[config.mk]
export PLATFORM = sky130hd
export DESIGN_NAME = serial_demux_rx_flat
export DESIGN_NICKNAME = d
export VERILOG_FILES = /design/src/rtl/serial_demux_rx_pkg.sv /design/src/rtl/serial_demux_rx_if.sv /design/src/rtl/serial_demux_rx_bit_timer.sv /design/src/rtl/serial_demux_rx.sv /design/src/flat_wrapper.sv
export SDC_FILE = /design/constraint.sdc
export NUM_CORES = 1
export LEC_CHECK = 0
export BUFFER_PORTS_ARGS = -buffer_cell sky130_fd_sc_hd__buf_4
export CAP_MARGIN = 30
export CORE_MARGIN = 3
export CORE_UTILIZATION = 33
export DETAILED_ROUTE_END_ITERATION = 16
export PLACE_DENSITY_LB_ADDON = 0.2
export SYNTH_ARGS = -nofsm -noshare
export SYNTH_HDL_FRONTEND = slang
export SYNTH_SLANG_ARGS = --single-unit
[constraint.sdc]
create_clock -name clk -period 2.1 [get_ports clk]
set_clock_uncertainty 0.05 [all_clocks]
set_input_delay 0.42 -clock clk [delete_from_list [all_inputs] [get_ports clk]]
set_output_delay 0.42 -clock clk [all_outputs]
set_load 0.005 [all_outputs]
[src/rtl/serial_demux_rx_pkg.sv]
// Shared constants, channel ids and FSM state encoding for the serial demux receiver.
// The optional parity bit is selected with the SERIAL_RX_PARITY_EN macro.
package serial_demux_rx_pkg;

    localparam int BUFF_SIZE        = 8;
    localparam int CLKS_PER_BIT_DEF = 16;

    localparam logic CH1 = 1'b0;
    localparam logic CH2 = 1'b1;

    // ST_PARITY is only ever entered when SERIAL_RX_PARITY_EN is defined.
    typedef enum logic [2:0] {
        ST_IDLE      = 3'd0,
        ST_START     = 3'd1,
        ST_CHAN      = 3'd2,
        ST_DATA      = 3'd3,
        ST_PARITY    = 3'd4,
        ST_STOP      = 3'd5,
        ST_WAIT_IDLE = 3'd6
    } rx_state_e;

endpackage

[src/rtl/serial_demux_rx_if.sv]
// Serial line input plus the two demultiplexed channel outputs, error pulses and FSM state.
// valid_1/valid_2 are one-cycle strobes with no ready: the consumer must capture data_out_x
// in the cycle its strobe is high; the two strobes are never high together.
interface serial_demux_rx_if
    import serial_demux_rx_pkg::*;
#(
    parameter int DATA_W = BUFF_SIZE
);

    logic              rx;
    logic [DATA_W-1:0] data_out_1;
    logic              valid_1;
    logic [DATA_W-1:0] data_out_2;
    logic              valid_2;
    logic              frame_err;
    logic              parity_err;
    logic              busy;
    rx_state_e         state;

    modport master (
        input  rx,
        output data_out_1, valid_1, data_out_2, valid_2,
        output frame_err, parity_err, busy, state
    );

    modport slave (
        output rx,
        input  data_out_1, valid_1, data_out_2, valid_2,
        input  frame_err, parity_err, busy, state
    );

endinterface

[src/rtl/serial_demux_rx_bit_timer.sv]
// Free-running bit timer: half_tick marks mid start bit, full_tick marks mid of later bits.
module rx_bit_timer #(
    parameter int CLKS_PER_BIT = 16
) (
    input  logic clk,
    input  logic rst_n,
    input  logic clr,
    output logic half_tick,
    output logic full_tick
);

    localparam int CNT_W = $clog2(CLKS_PER_BIT);

    logic [CNT_W-1:0] cnt;

    always_ff @(posedge clk or negedge rst_n) begin
        if (!rst_n) begin
            cnt <= '0;
        end else if (clr || cnt == CNT_W'(CLKS_PER_BIT - 1)) begin
            cnt <= '0;
        end else begin
            cnt <= cnt + 1'b1;
        end
    end

    assign half_tick = (cnt == CNT_W'(CLKS_PER_BIT / 2 - 1));
    assign full_tick = (cnt == CNT_W'(CLKS_PER_BIT - 1));

endmodule

[src/rtl/serial_demux_rx.sv]
// Deserialises the dual-channel serial link and steers each word to its channel output.
// Define SERIAL_RX_PARITY_EN to expect an even parity bit over channel + data bits.
module serial_demux_rx
    import serial_demux_rx_pkg::*;
#(
    parameter int DATA_W       = BUFF_SIZE,
    parameter int CLKS_PER_BIT = CLKS_PER_BIT_DEF
) (
    input logic              clk,
    input logic              rst_n,
    serial_demux_rx_if.master bus
);

    localparam int              IDX_W    = (DATA_W > 1) ? $clog2(DATA_W) : 1;
    localparam logic [IDX_W-1:0] LAST_IDX = IDX_W'(DATA_W - 1);

    logic              sync_1, sync_2;
    rx_state_e         state, state_nxt;
    logic              timer_clr, half_tick, full_tick;
    logic [DATA_W-1:0] shreg, data_1, data_2;
    logic [IDX_W-1:0]  bit_idx;
    logic              chan, par_bad;
    logic              valid_1_q, valid_2_q, ferr_q, perr_q;
    logic              load_1, load_2, ferr_set, perr_set;

    always_ff @(posedge clk or negedge rst_n) begin
        if (!rst_n) begin
            sync_1 <= 1'b1;
            sync_2 <= 1'b1;
        end else begin
            sync_1 <= bus.rx;
            sync_2 <= sync_1;
        end
    end

    rx_bit_timer #(.CLKS_PER_BIT(CLKS_PER_BIT)) u_timer (
        .clk       (clk),
        .rst_n     (rst_n),
        .clr       (timer_clr),
        .half_tick (half_tick),
        .full_tick (full_tick)
    );

    always_ff @(posedge clk or negedge rst_n) begin
        if (!rst_n) state <= ST_IDLE;
        else        state <= state_nxt;
    end

    always_comb begin
        state_nxt = state;
        timer_clr = 1'b0;
        load_1    = 1'b0;
        load_2    = 1'b0;
        ferr_set  = 1'b0;
        perr_set  = 1'b0;
        case (state)
            ST_IDLE: begin
                timer_clr = 1'b1;
                if (!sync_2) state_nxt = ST_START;
            end
            ST_START: begin
                // A start bit that is high again at mid-bit was a glitch.
                if (half_tick) begin
                    timer_clr = 1'b1;
                    state_nxt = sync_2 ? ST_IDLE : ST_CHAN;
                end
            end
            ST_CHAN: if (full_tick) state_nxt = ST_DATA;
            ST_DATA: begin
                if (full_tick && bit_idx == LAST_IDX) begin
`ifdef SERIAL_RX_PARITY_EN
                    state_nxt = ST_PARITY;
`else
                    state_nxt = ST_STOP;
`endif
                end
            end
`ifdef SERIAL_RX_PARITY_EN
            ST_PARITY: if (full_tick) state_nxt = ST_STOP;
`endif
            ST_STOP: begin
                if (full_tick) begin
                    perr_set = par_bad;
                    if (!sync_2) begin
                        ferr_set  = 1'b1;
                        state_nxt = ST_WAIT_IDLE;
                    end else begin
                        state_nxt = ST_IDLE;
                        load_1    = !par_bad && (chan == CH1);
                        load_2    = !par_bad && (chan == CH2);
                    end
                end
            end
            ST_WAIT_IDLE: begin
                timer_clr = 1'b1;
                if (sync_2) state_nxt = ST_IDLE;
            end
            default: state_nxt = ST_IDLE;
        endcase
    end

    always_ff @(posedge clk or negedge rst_n) begin
        if (!rst_n) begin
            shreg   <= '0;
            bit_idx <= '0;
            chan    <= CH1;
        end else begin
            if (state == ST_IDLE) bit_idx <= '0;
            if (state == ST_CHAN && full_tick) chan <= sync_2;
            if (state == ST_DATA && full_tick) begin
                shreg   <= {sync_2, shreg[DATA_W-1:1]};
                bit_idx <= (bit_idx == LAST_IDX) ? '0 : bit_idx + 1'b1;
            end
        end
    end

`ifdef SERIAL_RX_PARITY_EN
    logic par_acc;

    always_ff @(posedge clk or negedge rst_n) begin
        if (!rst_n) begin
            par_acc <= 1'b0;
            par_bad <= 1'b0;
        end else if (state == ST_IDLE) begin
            par_acc <= 1'b0;
            par_bad <= 1'b0;
        end else if (full_tick) begin
            if (state == ST_CHAN)   par_acc <= sync_2;
            if (state == ST_DATA)   par_acc <= par_acc ^ sync_2;
            if (state == ST_PARITY) par_bad <= par_acc ^ sync_2;
        end
    end
`else
    assign par_bad = 1'b0;
`endif

    always_ff @(posedge clk or negedge rst_n) begin
        if (!rst_n) begin
            data_1    <= '0;
            data_2    <= '0;
            valid_1_q <= 1'b0;
            valid_2_q <= 1'b0;
            ferr_q    <= 1'b0;
            perr_q    <= 1'b0;
        end else begin
            if (load_1) data_1 <= shreg;
            if (load_2) data_2 <= shreg;
            valid_1_q <= load_1;
            valid_2_q <= load_2;
            ferr_q    <= ferr_set;
            perr_q    <= perr_set;
        end
    end

    assign bus.data_out_1 = data_1;
    assign bus.valid_1    = valid_1_q;
    assign bus.data_out_2 = data_2;
    assign bus.valid_2    = valid_2_q;
    assign bus.frame_err  = ferr_q;
    assign bus.parity_err = perr_q;
    assign bus.busy       = (state != ST_IDLE);
    assign bus.state      = state;

endmodule

[src/flat_wrapper.sv]
// flat-port wrapper written by rule: the top's interface ports become plain ports
module serial_demux_rx_flat import serial_demux_rx_pkg::*;
#(
    parameter int DATA_W       = BUFF_SIZE,
    parameter int CLKS_PER_BIT = CLKS_PER_BIT_DEF
)
  (clk, rst_n, bus_rx, bus_data_out_1, bus_valid_1, bus_data_out_2, bus_valid_2, bus_frame_err, bus_parity_err, bus_busy, bus_state);
  serial_demux_rx_if #(.DATA_W(DATA_W)) bus_i ();
  input logic clk;
  input logic rst_n;
  input wire logic [$bits(bus_i.rx)-1:0] bus_rx;
  output wire logic [$bits(bus_i.data_out_1)-1:0] bus_data_out_1;
  output wire logic [$bits(bus_i.valid_1)-1:0] bus_valid_1;
  output wire logic [$bits(bus_i.data_out_2)-1:0] bus_data_out_2;
  output wire logic [$bits(bus_i.valid_2)-1:0] bus_valid_2;
  output wire logic [$bits(bus_i.frame_err)-1:0] bus_frame_err;
  output wire logic [$bits(bus_i.parity_err)-1:0] bus_parity_err;
  output wire logic [$bits(bus_i.busy)-1:0] bus_busy;
  output wire logic [$bits(bus_i.state)-1:0] bus_state;
  assign bus_i.rx = bus_rx;
  assign bus_data_out_1 = bus_i.data_out_1;
  assign bus_valid_1 = bus_i.valid_1;
  assign bus_data_out_2 = bus_i.data_out_2;
  assign bus_valid_2 = bus_i.valid_2;
  assign bus_frame_err = bus_i.frame_err;
  assign bus_parity_err = bus_i.parity_err;
  assign bus_busy = bus_i.busy;
  assign bus_state = bus_i.state;
  serial_demux_rx #(.DATA_W(DATA_W), .CLKS_PER_BIT(CLKS_PER_BIT)) u_core (.clk(clk), .rst_n(rst_n), .bus(bus_i));
endmodule
==> flow_metrics.py, run 1 <==
metrics = {
    "status": {
        "run_status": "complete, no violations",
    },
    "synthesis": {
        "yosys.area.top_type": "dfrtp_1",
        "yosys.cell_count.top_type": "dfrtp_1",
        "synth.area.top_cells": "dfrtp_1 (52%), mux2_4 (13%), mux2_2 (5.6%)",
        "synth_cells": 128,
        "async_flop_share": 1.00,
        "synthMuxAreaShare": 0.200,
        "netlist_area_um2": 1810,
        "synth_top_family_by_area": "multiplexers",
        "synth.avg_cell_area_um2": 14.2,
        "post_synth_and_or_nand_nor_area_fraction": 0.103,
        "synth_commonest_cells": "dfrtp_1 (38), mux2_4 (16), mux2_2 (9)",
        "synth_cell_type_count": 42,
        "synth_flop_cell": "dfrtp_1",
        "yosys.area_share.xor_xnor": 0.00967,
        "ys.warnings.count": 0,
        "ys_ff_latch": 40,
        "seq_area_frac_synth": 0.554,
        "synth_top_area_share": 0.525,
        "synthAdderAreaFrac": 0.0207,
        "fraction_of_the_mapped_netlist_area_in_compound_gates": 0.0559,
        "synth-edff-count": 0,
        "syn_nets": 134,
    },
    "floorplan": {
        "die_w_um": 80.1,
        "boundaryPins": 27,
        "initial_core_util": 0.348,
        "core-area_um2": 5200,
        "die_h_um": 80.1,
        "design.die.area_um2": 6420,
        "core.rowCount": 26,
    },
    "timing": {
        "finalMaxSlewViolations": 0,
        "setup_violations": 0,
        "grt_setup_unrepaired": "false",
        "final_period_minus_worst_setup_slack_ps": 1930,
        "timing.final.crit_share": 0.921,
        "timing.setup.tns_ps": 0,
        "worst_slew_margin_rel": 0.664,
        "slew_of_the_pin_with_the_lowest_slew_margin_ps": 504,
        "max_freq_mhz": 517,
        "final_count_of_hold_timing_violations": 0,
    },
    "run": {
        "drv_cap": 0,
    },
    "grt": {
        "top_usage_layer": "met2",
        "grt_pass1_wl_um": 5460,
        "gr-usage-met1": 0.132,
        "grt_pass1_vias": 1167,
        "grt_util_met3": 0.0348,
        "globalRouteOverflowTotal": 0,
        "grt_max_degree": 41,
        "antenna_found_initial": 0,
        "gr-usage-met2": 0.186,
        "grt_util_all_layers": 0.111,
    },
    "clock_tree": {
        "cts.sinks": 40,
        "cts_max_path_buffers": 2,
        "clk_transition_reported_paths_ps": 80,
        "clk_latency_worst_skew_pair_ps": 290,
        "cts_htree_levels": 2,
        "cts_made_buffers": 5,
        "cts-resized-gates": 0,
        "hold_buffers": 0,
        "postCtsSetupBuffers": 0,
        "cts_tree": "built",
        "cts-root-buf": "clkbuf_8",
    },
    "route": {
        "detailroute.via_count": 1072,
        "detail_route.iter0.violations": 47,
        "drt-pass1-iter-count": 6,
        "post_drt_wl_per_cell_um": 14.5,
        "residual_drc_count": 0,
        "avgViaCountPerCell": 4.79,
        "route.final.wire_length_um": 3240,
        "drtAntennaViolNets": 0,
    },
    "placement": {
        "placed_cell_area_um2": 2020,
        "numPlacedInstances": 216,
        "detailedPlacementHpwl_um": 2210,
        "last_weighted_congestion_value_of_the_routability_driven_placer": 0.810,
        "count_of_input_and_output_buffers": 25,
    },
    "power": {
        "p_per_area_nw_per_um2": 926,
        "ir_drop_mv": 0.489,
        "total_power_mw": 1.97,
        "lkg_pwr_nw": 1.01,
    },
    "critical_path": {
        "critPathLaunchType": "register",
        "peak_fanout_along_the_critical_path": 12,
        "cp_data_arrival_time_ps": 1460,
        "crit_type": "register to primary output",
        "end_kind": "primary output",
        "timing.reg2reg.worst_path_depth": 5,
        "cp.required_ps": 1630,
    },
    "cells_and_area": {
        "multi_input_area_um2": 708,
        "nFillCells": 500,
        "seq_area_um2": 1000,
        "final_net_count": 159,
        "diodes_inserted": 0,
        "fin_cells": 224,
        "post-route-cell-area_um2": 2130,
        "layout-drive-gt1-share": 0.455,
        "area.growth.synth_to_final_pct": 17.7,
    },
    "hold_path": {
        "class_of_the_most_critical_hold_timing_path": "input pin to asynchronous set/reset pin",
    },
}
-- flip-flops by register name, summed over array words and instances (netlist names), 3 cells and up --
register / count
u_core.bus.data_out_1: 8
u_core.bit_idx: 3
u_core.u_timer.cnt: 4
u_core.bus.data_out_2: 8
u_core.bus.state: 3
u_core.shreg: 8
-- power breakdown --
group / switching (mW) / total [mW] / internal, mW
registers: 0.126 / 1.01 / 0.882
clock network: 0.274 / 0.625 / 0.352
logic: 0.167 / 0.342 / 0.174
-- area by class of cell --
class | count | share of cell area
clock buffer | 5 | 0.0323
timing repair buffer | 28 | 0.0986
sequential | 40 | 0.471
clock inverter | 3 | 0.0200
tap | 70 | 0.0411
multi-input combinational | 75 | 0.332
inverter | 3 | 0.00528
-- critical path: stages (launching register included) --
cell and delay [ps]:
dfrtp_1 420, buf_4 190, or3_1 390, buf_4 170
-- cells in the final DEF (no fill, tap or decap), drive strengths merged, types with 3 or more instances in the layout --
cell type	synthesis	routed
nand2	5	5
mux2	25	25
ha	3	3
buf	10	28
inv	3	3
nor2	6	6
dfrtp	38	38
clkbuf	0	5
nor3	3	3
-- metal layers --
| layer | up-vias | wire (µm) |
|---|---|---|
| li1 | 499 | - |
| met1 | 532 | 1390 |
| met2 | 37 | 1630 |
| met3 | 4 | 184 |
| met4 | 0 | 38 |
| met5 | - | 0 |
-- kinds of logic (layout without fill, tap and decap cells) --
logic type,count (synthesis),after routing
adder cells (fa/ha/maj),3,3
AO/OA/AOI/OAI,13,13
XOR/XNOR,2,2
flip-flops,40,40
other,1,1
AND/OR/NAND/NOR,29,29
multiplexers,27,27
buffers and inverters,13,39
-- stage by stage --
step                hold WS (ps)  worst slack [ps]   util
global placement             297               251  0.388
finish                      40.2               167  0.410
global route                76.5              88.8  0.410
floorplan                   74.4               427      -
CTS                         59.0               146  0.410
detailed placement           299               219  0.388
-- path summary, 6_finish.rpt --
kind / from / end / slack, ps
max: u_core.bus.state[0] / bus_busy / 170
min reg2reg: u_core.sync_1 / u_core.sync_2 / 310
min in group clk: bus_rx / u_core.sync_1 / 180
max reg2reg: u_core.u_timer.cnt[0] / u_core.bus.data_out_1[7] / 210
max in group asynchronous: rst_n / u_core.sync_2 / 1590
min: rst_n / u_core.bus.data_out_2[4] / 40
Power figures use the tool's default switching activity.
==> run 2, diff against run 1 <==
--- a/config.mk
+++ b/config.mk
@@ -13,4 +13,5 @@
 export PLACE_DENSITY_LB_ADDON = 0.2
 export SYNTH_ARGS = -nofsm -noshare
 export SYNTH_HDL_FRONTEND = slang
+export SYNTH_HIERARCHICAL = 1
 export SYNTH_SLANG_ARGS = --single-unit
==> run 2 against run 1 <==
  * Sequential share of layout area is 0.70 points higher
  * Via count is 3.0% higher
  * Final area is 1.5% lower
  * Worst setup slack worse by 7.6 ps
  * First-iteration DRC count is 6.4% higher
  * Critical path depth is 3 higher
  * Hold slack better by 7.8 ps
  * Cell count is 6.3% higher
  * Clock power is 26% lower
  * Critical path type is now register to register
  * Critical endpoint is now u_core/bus.data_out_1[4]
==> flow_metrics.py, run 2 <==
metrics = {
    "cells_and_area": {
        "diodes_inserted": 0,
        "final_net_count": 177,
        "fin_cells": 238,
        "finish.utilization": 0.425,
        "layout-drive-gt1-share": 0.374,
        "mostFrequentLayoutCells": "dfrtp_1 (38), buf_4 (32), nand2_1 (30)",
        "area.growth.synth_to_final_pct": 19.4,
        "mostFrequentLayoutCell": "dfrtp_1",
    },
    "route": {
        "top_signal_layer_used": "met4",
        "post_drt_wl_per_cell_um": 13.7,
        "avgViaCountPerCell": 4.64,
        "residual_drc_count": 0,
        "drt-pass1-iter-count": 4,
        "detail_route.iter0.violations": 50,
        "met3WireLength_um": 139,
        "drtAntennaViolNets": 0,
        "route.final.wire_length_um": 3260,
        "met2RoutedLength_um": 1550,
        "detailroute.via_count": 1104,
        "met1_length_um": 1520,
    },
    "floorplan": {
        "core-area_um2": 4940,
        "design.die.area_um2": 6240,
        "die_h_um": 79.0,
        "boundaryPins": 27,
        "initial_core_util": 0.356,
        "die_w_um": 79.0,
        "core.rowCount": 25,
    },
    "grt": {
        "grt_max_degree": 41,
        "grt_util_all_layers": 0.113,
        "globalRouteOverflowTotal": 0,
        "antenna_found_initial": 0,
        "grt_pass1_vias": 1145,
        "grt_pass1_wl_um": 5470,
    },
    "placement": {
        "numPlacedInstances": 228,
        "count_of_input_and_output_buffers": 25,
        "detailedPlacementHpwl_um": 2300,
        "last_weighted_congestion_value_of_the_routability_driven_placer": 0.738,
        "post-place-ws_ps": 78.9,
    },
    "synthesis": {
        "syn_nets": 146,
        "synth.avg_cell_area_um2": 12.6,
        "yosys.area.top_type": "dfrtp_1",
        "synth.area.top_cells": "dfrtp_1 (54%), mux2_4 (6.8%), nand2_1 (6.4%)",
        "yosys.cell_count.top_type": "dfrtp_1",
        "seq_area_frac_synth": 0.570,
        "ys.warnings.count": 6,
        "synth_cells": 140,
        "synth-edff-count": 0,
        "async_flop_share": 1.00,
        "synth_top_area_share": 0.541,
        "netlist_area_um2": 1760,
        "synth_flop_cell": "dfrtp_1",
        "synth_cell_type_count": 35,
        "synth_commonest_cells": "dfrtp_1 (38), nand2_1 (30), mux2_2 (9)",
        "ys_ff_latch": 40,
    },
    "critical_path": {
        "r2r-end": "u_core/bus.data_out_1[4]",
        "timing.reg2reg.worst_path_depth": 6,
        "cp.required_ps": 2220,
        "ff2ff_setup_slack_ps": 160,
        "peak_fanout_along_the_critical_path": 6,
        "critPathLaunchType": "register",
        "critPathCapture": "u_core/bus.data_out_1[4]",
        "cp-startpoint": "u_core/u_timer/cnt[0]",
        "end_kind": "register",
        "crit_type": "register to register",
        "cp_data_arrival_time_ps": 2060,
        "rr_startpoint": "u_core/u_timer/cnt[0]",
    },
    "clock_tree": {
        "cts_tree": "built",
        "clk_transition_reported_paths_ps": 70,
        "cts_max_path_buffers": 2,
        "cts_htree_levels": 2,
        "cts.sinks": 40,
        "cts_made_buffers": 5,
        "cts-root-buf": "clkbuf_8",
        "hold_buffers": 0,
        "clk_latency_worst_skew_pair_ps": 280,
    },
    "hold_path": {
        "class_of_the_most_critical_hold_timing_path": "input pin to asynchronous set/reset pin",
    },
    "timing": {
        "timing.setup.tns_ps": 0,
        "finalMaxSlewViolations": 0,
        "grt_setup_unrepaired": "false",
        "final_critical_path_setup_slack_ps": 159,
        "worst_slew_margin_rel": 0.570,
        "timing.final.crit_share": 0.924,
        "final_period_minus_worst_setup_slack_ps": 1940,
        "slew_of_the_pin_with_the_lowest_slew_margin_ps": 638,
        "max_freq_mhz": 515,
        "setup_violations": 0,
        "final_count_of_hold_timing_violations": 0,
    },
    "status": {
        "run_status": "complete, no violations",
    },
    "power": {
        "ir_drop_mv": 0.599,
        "p_per_area_nw_per_um2": 845,
        "total_power_mw": 1.78,
        "lkg_pwr_nw": 1.08,
    },
    "run": {
        "drv_cap": 0,
    },
}
run 2: worst min path at each step:
stage                     slack [ps]  cells past startpoint          start                       end
final                             50                      1          rst_n  u_core/bus.data_out_1[3]
after global routing              80                      1          rst_n  u_core/bus.data_out_1[3]
after CTS                         60                      1          rst_n  u_core/bus.data_out_2[3]
after detailed placement         300                      0  u_core/sync_1             u_core/sync_2
after global placement           300                      0  u_core/sync_1             u_core/sync_2
after floorplan                   70                      0          rst_n         u_core/bit_idx[0]
run 2: worst max-delay path, cell delays in order, from the launching register on:
cell      delay (ps)
dfrtp_1          410
ha_1             250
and3_4           260
nand4b_4         130
nor3b_2          210
buf_4            200
mux2_4           310
run 2: final cells by class:
type | instances | area, µm²
Clock buffer | 6 | 72.6
Clock inverter | 1 | 5.00
Fill cell | 497 | 2840
Inverter | 2 | 7.51
Multi-Input combinational cell | 90 | 688
Sequential cell | 40 | 1000
Tap cell | 67 | 83.8
Timing Repair Buffer | 32 | 240
run 2: per-stage QoR:
stage,hold slack [ps],cell area [µm²]
after floorplan,74.4,1760
after global placement,298,2000
after detailed placement,300,2000
after CTS,64.6,2080
after global routing,84.8,2100
final,48.0,2100
run 2: kinds of logic (layout without fill, tap and decap cells):
| group | Yosys count | in the layout | share of synthesized area |
|---|---|---|---|
| AOI/OAI and AO/OA | 15 | 15 | 0.0612 |
| xor gates and xnor gates | 1 | 1 | 0.00498 |
| adders and majority gates | 3 | 3 | 0.0213 |
| buffers and inverters | 10 | 41 | 0.0384 |
| DFF | 40 | 40 | 0.570 |
| muxes | 18 | 18 | 0.132 |
| other | 1 | 1 | 0.00213 |
| and+or+nand+nor | 52 | 52 | 0.170 |
run 2: what timing repair did:
item | 4_1_cts | 5_1_grt
buffers inserted | 0 | 3
endpoints found under the hold margin | 0 | 0
setup endpoints to repair | 0 | 8
gates resized for setup | 0 | 0
run 2: per-layer routing:
layer	up-vias	track usage
li1	538	-
met1	538	0.147
met2	23	0.176
met3	5	0.0329
met4	0	0.0481
met5	-	0
run 2: report_power, final:
| group | switching, mW | internal, mW |
|---|---|---|
| Sequential | 0.106 | 0.851 |
| Combinational | 0.179 | 0.176 |
| Clock | 0.238 | 0.226 |
| Total | 0.523 | 1.25 |
